$ cat src/rtl/pc_seq_pkg.sv
// Shared types and constants for the next-PC sequencer.
// Trap support is enabled by defining PC_SEQ_TRAP_EN.
package pc_seq_pkg;

  typedef enum logic [1:0] {
    BOOT,
    FETCH,
    WAIT,
    HALTED
  } pc_state_e;

  localparam int          PC_STEP          = 4;
  localparam logic [31:0] DEF_RESET_VECTOR = 32'h0000_0000;
  localparam logic [31:0] DEF_TRAP_VECTOR  = 32'h0000_0080;

endpackage

$ cat src/rtl/pc_redirect_latch.sv
// Single-entry pending redirect: valid bit plus word-aligned target.
// A set while valid overwrites the stored target.
module pc_redirect_latch #(
  parameter int WIDTH = 32
) (
  input  logic             clk,
  input  logic             rst,
  input  logic             set,
  input  logic             clr,
  input  logic [WIDTH-1:0] addr_in,
  output logic             valid,
  output logic [WIDTH-1:0] addr
);

  always_ff @(posedge clk) begin
    if (rst) begin
      valid <= 1'b0;
      addr  <= '0;
    end else if (set) begin
      valid <= 1'b1;
      addr  <= addr_in;
    end else if (clr) begin
      valid <= 1'b0;
    end
  end

endmodule

$ cat src/rtl/pc_sequencer.sv
// Next-PC controller: fetch handshake, redirect arbitration, halt.
// Define PC_SEQ_TRAP_EN to add the trap input and epc output.
module pc_sequencer
  import pc_seq_pkg::*;
#(
  parameter int               WIDTH        = 32,
  parameter logic [WIDTH-1:0] RESET_VECTOR = WIDTH'(DEF_RESET_VECTOR),
  parameter logic [WIDTH-1:0] TRAP_VECTOR  = WIDTH'(DEF_TRAP_VECTOR)
) (
  input  logic             clk,
  input  logic             rst,
`ifdef PC_SEQ_TRAP_EN
  input  logic             trap,
  output logic [WIDTH-1:0] epc,
`endif
  input  logic [WIDTH-1:0] pc_cur,
  output logic [WIDTH-1:0] pc_next,
  output logic             imem_req,
  input  logic             imem_ack,
  output logic             fetch_valid,
  input  logic             branch_taken,
  input  logic [WIDTH-1:0] branch_target,
  input  logic             jump,
  input  logic [WIDTH-1:0] jump_target,
  input  logic             halt,
  input  logic             resume
);

  localparam logic [WIDTH-1:0] ALIGN = ~WIDTH'(3);

  pc_state_e        state;
  logic             active;
  logic             redir_vld;
  logic [WIDTH-1:0] redir_addr;
  logic             pend_vld;
  logic [WIDTH-1:0] pend_addr;

  assign active      = (state == FETCH) || (state == WAIT);
  assign fetch_valid = active && imem_ack && !rst;

  // Highest priority is assigned last so it wins.
  always_comb begin
    redir_vld  = 1'b0;
    redir_addr = '0;
    if (branch_taken) begin
      redir_vld  = 1'b1;
      redir_addr = branch_target & ALIGN;
    end
    if (jump) begin
      redir_vld  = 1'b1;
      redir_addr = jump_target & ALIGN;
    end
`ifdef PC_SEQ_TRAP_EN
    if (trap) begin
      redir_vld  = 1'b1;
      redir_addr = TRAP_VECTOR & ALIGN;
    end
`endif
  end

  pc_redirect_latch #(
    .WIDTH(WIDTH)
  ) u_pend (
    .clk    (clk),
    .rst    (rst),
    .set    (active && !imem_ack && redir_vld),
    .clr    (active && imem_ack),
    .addr_in(redir_addr),
    .valid  (pend_vld),
    .addr   (pend_addr)
  );

  always_comb begin
    pc_next = pc_cur;
    if (rst || state == BOOT) begin
      pc_next = RESET_VECTOR;
    end else if (active && imem_ack) begin
      if (redir_vld)
        pc_next = redir_addr;
      else if (pend_vld)
        pc_next = pend_addr;
      else
        pc_next = pc_cur + WIDTH'(PC_STEP);
    end
  end

  always_ff @(posedge clk) begin
    if (rst) begin
      state    <= BOOT;
      imem_req <= 1'b0;
`ifdef PC_SEQ_TRAP_EN
      epc      <= '0;
`endif
    end else begin
      unique case (state)
        BOOT: begin
          state    <= FETCH;
          imem_req <= 1'b1;
        end
        FETCH, WAIT: begin
          if (!imem_ack) begin
            state    <= WAIT;
            imem_req <= 1'b1;
          end else if (halt) begin
            state    <= HALTED;
            imem_req <= 1'b0;
          end else begin
            state    <= FETCH;
            imem_req <= 1'b1;
          end
`ifdef PC_SEQ_TRAP_EN
          if (trap)
            epc <= pc_cur;
`endif
        end
        HALTED: begin
          if (resume && !halt) begin
            state    <= FETCH;
            imem_req <= 1'b1;
          end
        end
        default: begin
          state    <= BOOT;
          imem_req <= 1'b0;
        end
      endcase
    end
  end

endmodule

$ cat config.mk
export PLATFORM = sky130hd
export DESIGN_NAME = pc_sequencer
export DESIGN_NICKNAME = d
export VERILOG_FILES = /design/src/rtl/pc_seq_pkg.sv /design/src/rtl/pc_redirect_latch.sv /design/src/rtl/pc_sequencer.sv
export SDC_FILE = /design/constraint.sdc
export NUM_CORES = 1
export LEC_CHECK = 0
export CORE_UTILIZATION = 30
export DETAILED_ROUTE_END_ITERATION = 8
export PLACE_DENSITY_LB_ADDON = 0.12
export SKIP_CTS_REPAIR_TIMING = 1
export SLEW_MARGIN = 20
export SYNTH_ARGS = -nofsm -noshare
export SYNTH_HDL_FRONTEND = slang
export SYNTH_SLANG_ARGS = --single-unit
$ cat constraint.sdc
create_clock -name clk -period 2.2 [get_ports clk]
set_clock_uncertainty 0.15 [all_clocks]
set_input_delay 0.44 -clock clk [delete_from_list [all_inputs] [get_ports clk]]
set_output_delay 0.44 -clock clk [all_outputs]
set_load 0.05 [all_outputs]
==> results.json <==
{
  "seqPwrFrac": 0.210,
  "grt_pass1_vias": 4840,
  "cts_tree": "done",
  "holdPathEnd": "u_pend.addr[10]$_SDFFE_PP0P_",
  "hold_path.class": "flip-flop to flip-flop",
  "rsz0062_at_grt": "yes",
  "crit_arrival_ns": 2.13,
  "reg2reg_to": "u_pend.addr[7]$_SDFFE_PP0P_",
  "ff2ff_setup_slack_ns": 0.49,
  "insertion_delay_ns": 0.30,
  "drt-initial-drc-count": 308,
  "grtUsageMet2": 0.4897,
  "min_period_ns": 2.722,
  "cts_root_buf": "clkbuf_8",
  "slowest_delay_ns": 0.52,
  "fin_ws_ns": -0.5222,
  "synth-seq-area-share": 0.2116,
  "cp-start-kind": "primary input",
  "power_frac_comb": 0.643,
  "timing.max_cap.violations": 0,
  "synthCells": 473,
  "cellLeakagePower_nw": 2.969,
  "synth.distinct_cells": 58,
  "netSwitchingFraction": 0.4099,
  "core_um2": 10370,
  "io_buffers": 132,
  "syn_area_um2": 3217,
  "syn_nets": 579,
  "path_delay_family": "simple AND/OR/NAND/NOR gates",
  "dpl_worst_slack_ns": -1.010,
  "slew_viol_final": 0,
  "violations": "setup timing",
  "end_kind": "primary output",
  "ys.flop_type": "dfxtp_1",
  "first_pass_iters": 4,
  "timing.rr.start": "state[1]$_SDFFE_PP0P_",
  "fp.dieH_um": 105.6,
  "timing.final.crit_share": 1.237,
  "clock_sinks": 34,
  "antenna_found_initial": 0,
  "cts_htree_levels": 2,
  "rr_worst_depth": 6,
  "io_pins": 137,
  "regArea_um2": 683.2,
  "vdd_drop_max_mv": 0.3698,
  "power_mw": 3.509,
  "wl_per_cell_um": 18.60,
  "final_nets": 866,
  "cp_max_fo": 3,
  "clock.fmax_ghz": 0.3673,
  "use_met1": 0.3621,
  "met3_usage": 0.03154,
  "crit_chain": "buf_8, nand4_4, nor4_4, or4b_4, mux2_4, a21oi_4, buf_12",
  "worstSetupPathType": "primary input to primary output",
  "p_sw_mw": 1.438,
  "grt.overflow.total": 0,
  "initial_core_util": 0.3102,
  "setup_tns_ns": -11.72,
  "setup_viol": 32,
  "dpl_cell_area_um2": 6668,
  "grt_max_degree": 42,
  "ys_ff_latch": 34,
  "multi_input_area_um2": 3237,
  "clkPwrFrac": 0.148,
  "antenna_left": 0,
  "grt_pass1_wl_um": 24530,
  "whs_path_depth": 2,
  "die_width_um": 105.6,
  "slew_headroom": 0.6668,
  "final_layout_size_suffix_gt1_frac": 0.4809,
  "status": "finished with violations",
  "grt_busiest_layer": "met2",
  "place_hpwl_um": 12280,
  "finalHoldViolations": 0,
  "drc_errors": 0,
  "clockBufferDepth": 2,
  "clk_pin_slew_ns": 0.08,
  "crit_buf_inv": 2,
  "finalWirelength_um": 16680,
  "synth-edff-count": 0,
  "row_count": 37,
  "crit_required_ns": 1.61,
  "p_int_mw": 2.071,
  "gp_congestion": 0.8399,
  "p_per_area_nw_per_um2": 465.8,
  "tightest_slew_ns": 0.4983,
  "stdcell_area_um2": 7533,
  "fillers": 805,
  "ys_warn_count": 0,
  "dieArea_um2": 11140,
  "area_growth_pct": 134.2,
  "vias": 4991,
  "critPathSlowestCell": "or4b_4",
  "ys_async_sr_fraction": 0,
  "syn_avg_cell_area_um2": 6.801,
  "worstHoldStart": "u_pend.addr[10]$_SDFFE_PP0P_",
  "grt_use_total": 0.2786,
  "vias_per_cell": 5.564,
  "cts_buffers": 5,
  "antenna_cells": 0
}
synth_stat cells, drive strengths merged (4+ instances only):
cell | number | share of area
a211oi | 32 | 0.075
a21oi | 26 | 0.040
a22oi | 24 | 0.056
a311oi | 4 | 0.011
a31oi | 17 | 0.033
and2 | 4 | 0.0078
and3 | 8 | 0.016
buf | 6 | 0.0078
clkbuf | 32 | 0.037
dfxtp | 34 | 0.21
inv | 14 | 0.016
mux2i | 7 | 0.022
nand2 | 46 | 0.054
nand2b | 4 | 0.0078
nand3 | 19 | 0.033
nand4 | 11 | 0.026
nor2 | 60 | 0.070
nor3 | 14 | 0.023
nor4 | 6 | 0.016
o211ai | 8 | 0.019
o21ai | 39 | 0.061
o22ai | 4 | 0.0078
or3 | 4 | 0.0078
xor2 | 4 | 0.011
worst max path at each step:
stage	to	cells after the start	slack, ns	start
2_1_floorplan	pc_next[29]	6	-0.50	rst
3_3_place_gp	pc_next[22]	7	-1.0	pc_cur[2]
3_5_place_dp	pc_next[22]	7	-1.01	pc_cur[2]
4_1_cts	pc_next[31]	9	-1.01	pc_cur[11]
5_1_grt	pc_next[22]	7	-0.58	pc_cur[15]
6_report	pc_next[22]	7	-0.52	pc_cur[7]
kinds of logic after synthesis:
group	share of synthesized area
xor gates and xnor gates	0.01906
and+or+nand+nor	0.2913
DFF	0.2116
buffers and inverters	0.06145
adders and majority gates	0.01167
AOI/OAI and AO/OA	0.3715
muxes	0.03345
power by group through the flow:
stage | clock, mW | sequential, mW | combinational [mW]
global placement | 0 | 0.742 | 1.94
finish | 0.519 | 0.735 | 2.25
CTS | 0.527 | 0.733 | 1.98
global route | 0.547 | 0.744 | 2.37
floorplan | 0 | 0.744 | 0.987
detailed placement | 0 | 0.747 | 1.97
placed cells by master (no fill, tap or decap), types with 5 or more instances in the layout:
cell and n:
clkdlybuf4s50_1 70, nor4_4 5, nand3_1 10, o21ai_4 5, buf_4 150, o21ai_1 7
nor3_1 8, a22oi_2 8, buf_6 27, nand2_1 37, a21oi_1 17, o21ai_0 21
o21ai_2 6, clkbuf_8 6, a22oi_1 16, nand4_1 10, nand2_2 7, buf_8 6
dfxtp_1 32, inv_1 12, o211ai_1 8, a21oi_4 5, nor2_4 6, a211oi_1 28
clkbuf_2 7, a31oi_4 14, nand3_2 8, buf_12 40, nor2_1 53, dlymetal6s2s_1 12
per-stage QoR:
| step | utilization | instances | hold WS (ns) |
|---|---|---|---|
| final | 0.7265 | 897 | 0.3518 |
| after global routing | 0.7265 | 897 | 0.3821 |
| after CTS | 0.6518 | 870 | 0.3530 |
| after detailed placement | 0.6430 | 862 | 0.3412 |
| after global placement | 0.6430 | 862 | 0.3269 |
| after floorplan | - | 473 | 0.3107 |
flip-flops by register name (all words and copies together), names as in the netlist:
register,cells
imem_req,1
u_pend.addr,30
state,2
u_pend.valid,1
routing by layer:
layer	wire length, um	up-vias
li1	-	2376
met1	7147	2430
met2	8402	162
met3	815	23
met4	315	0
met5	0	-
worst min-delay path, cell delays in order, from the launching register on:
cell	delay, ns
dfxtp_1	0.31
nor2_1	0.09
a211oi_1	0.05
final cells by class:
type / instances / share of cell area
clock buffers: 7 / 0.01146
clock inverters: 1 / 0.0006643
inverters: 14 / 0.006976
multi-input cells: 387 / 0.4297
flip-flops and latches: 34 / 0.09068
well taps: 136 / 0.02259
repair buffers: 318 / 0.4380
Note: power is estimated with default switching activity, not from simulation.
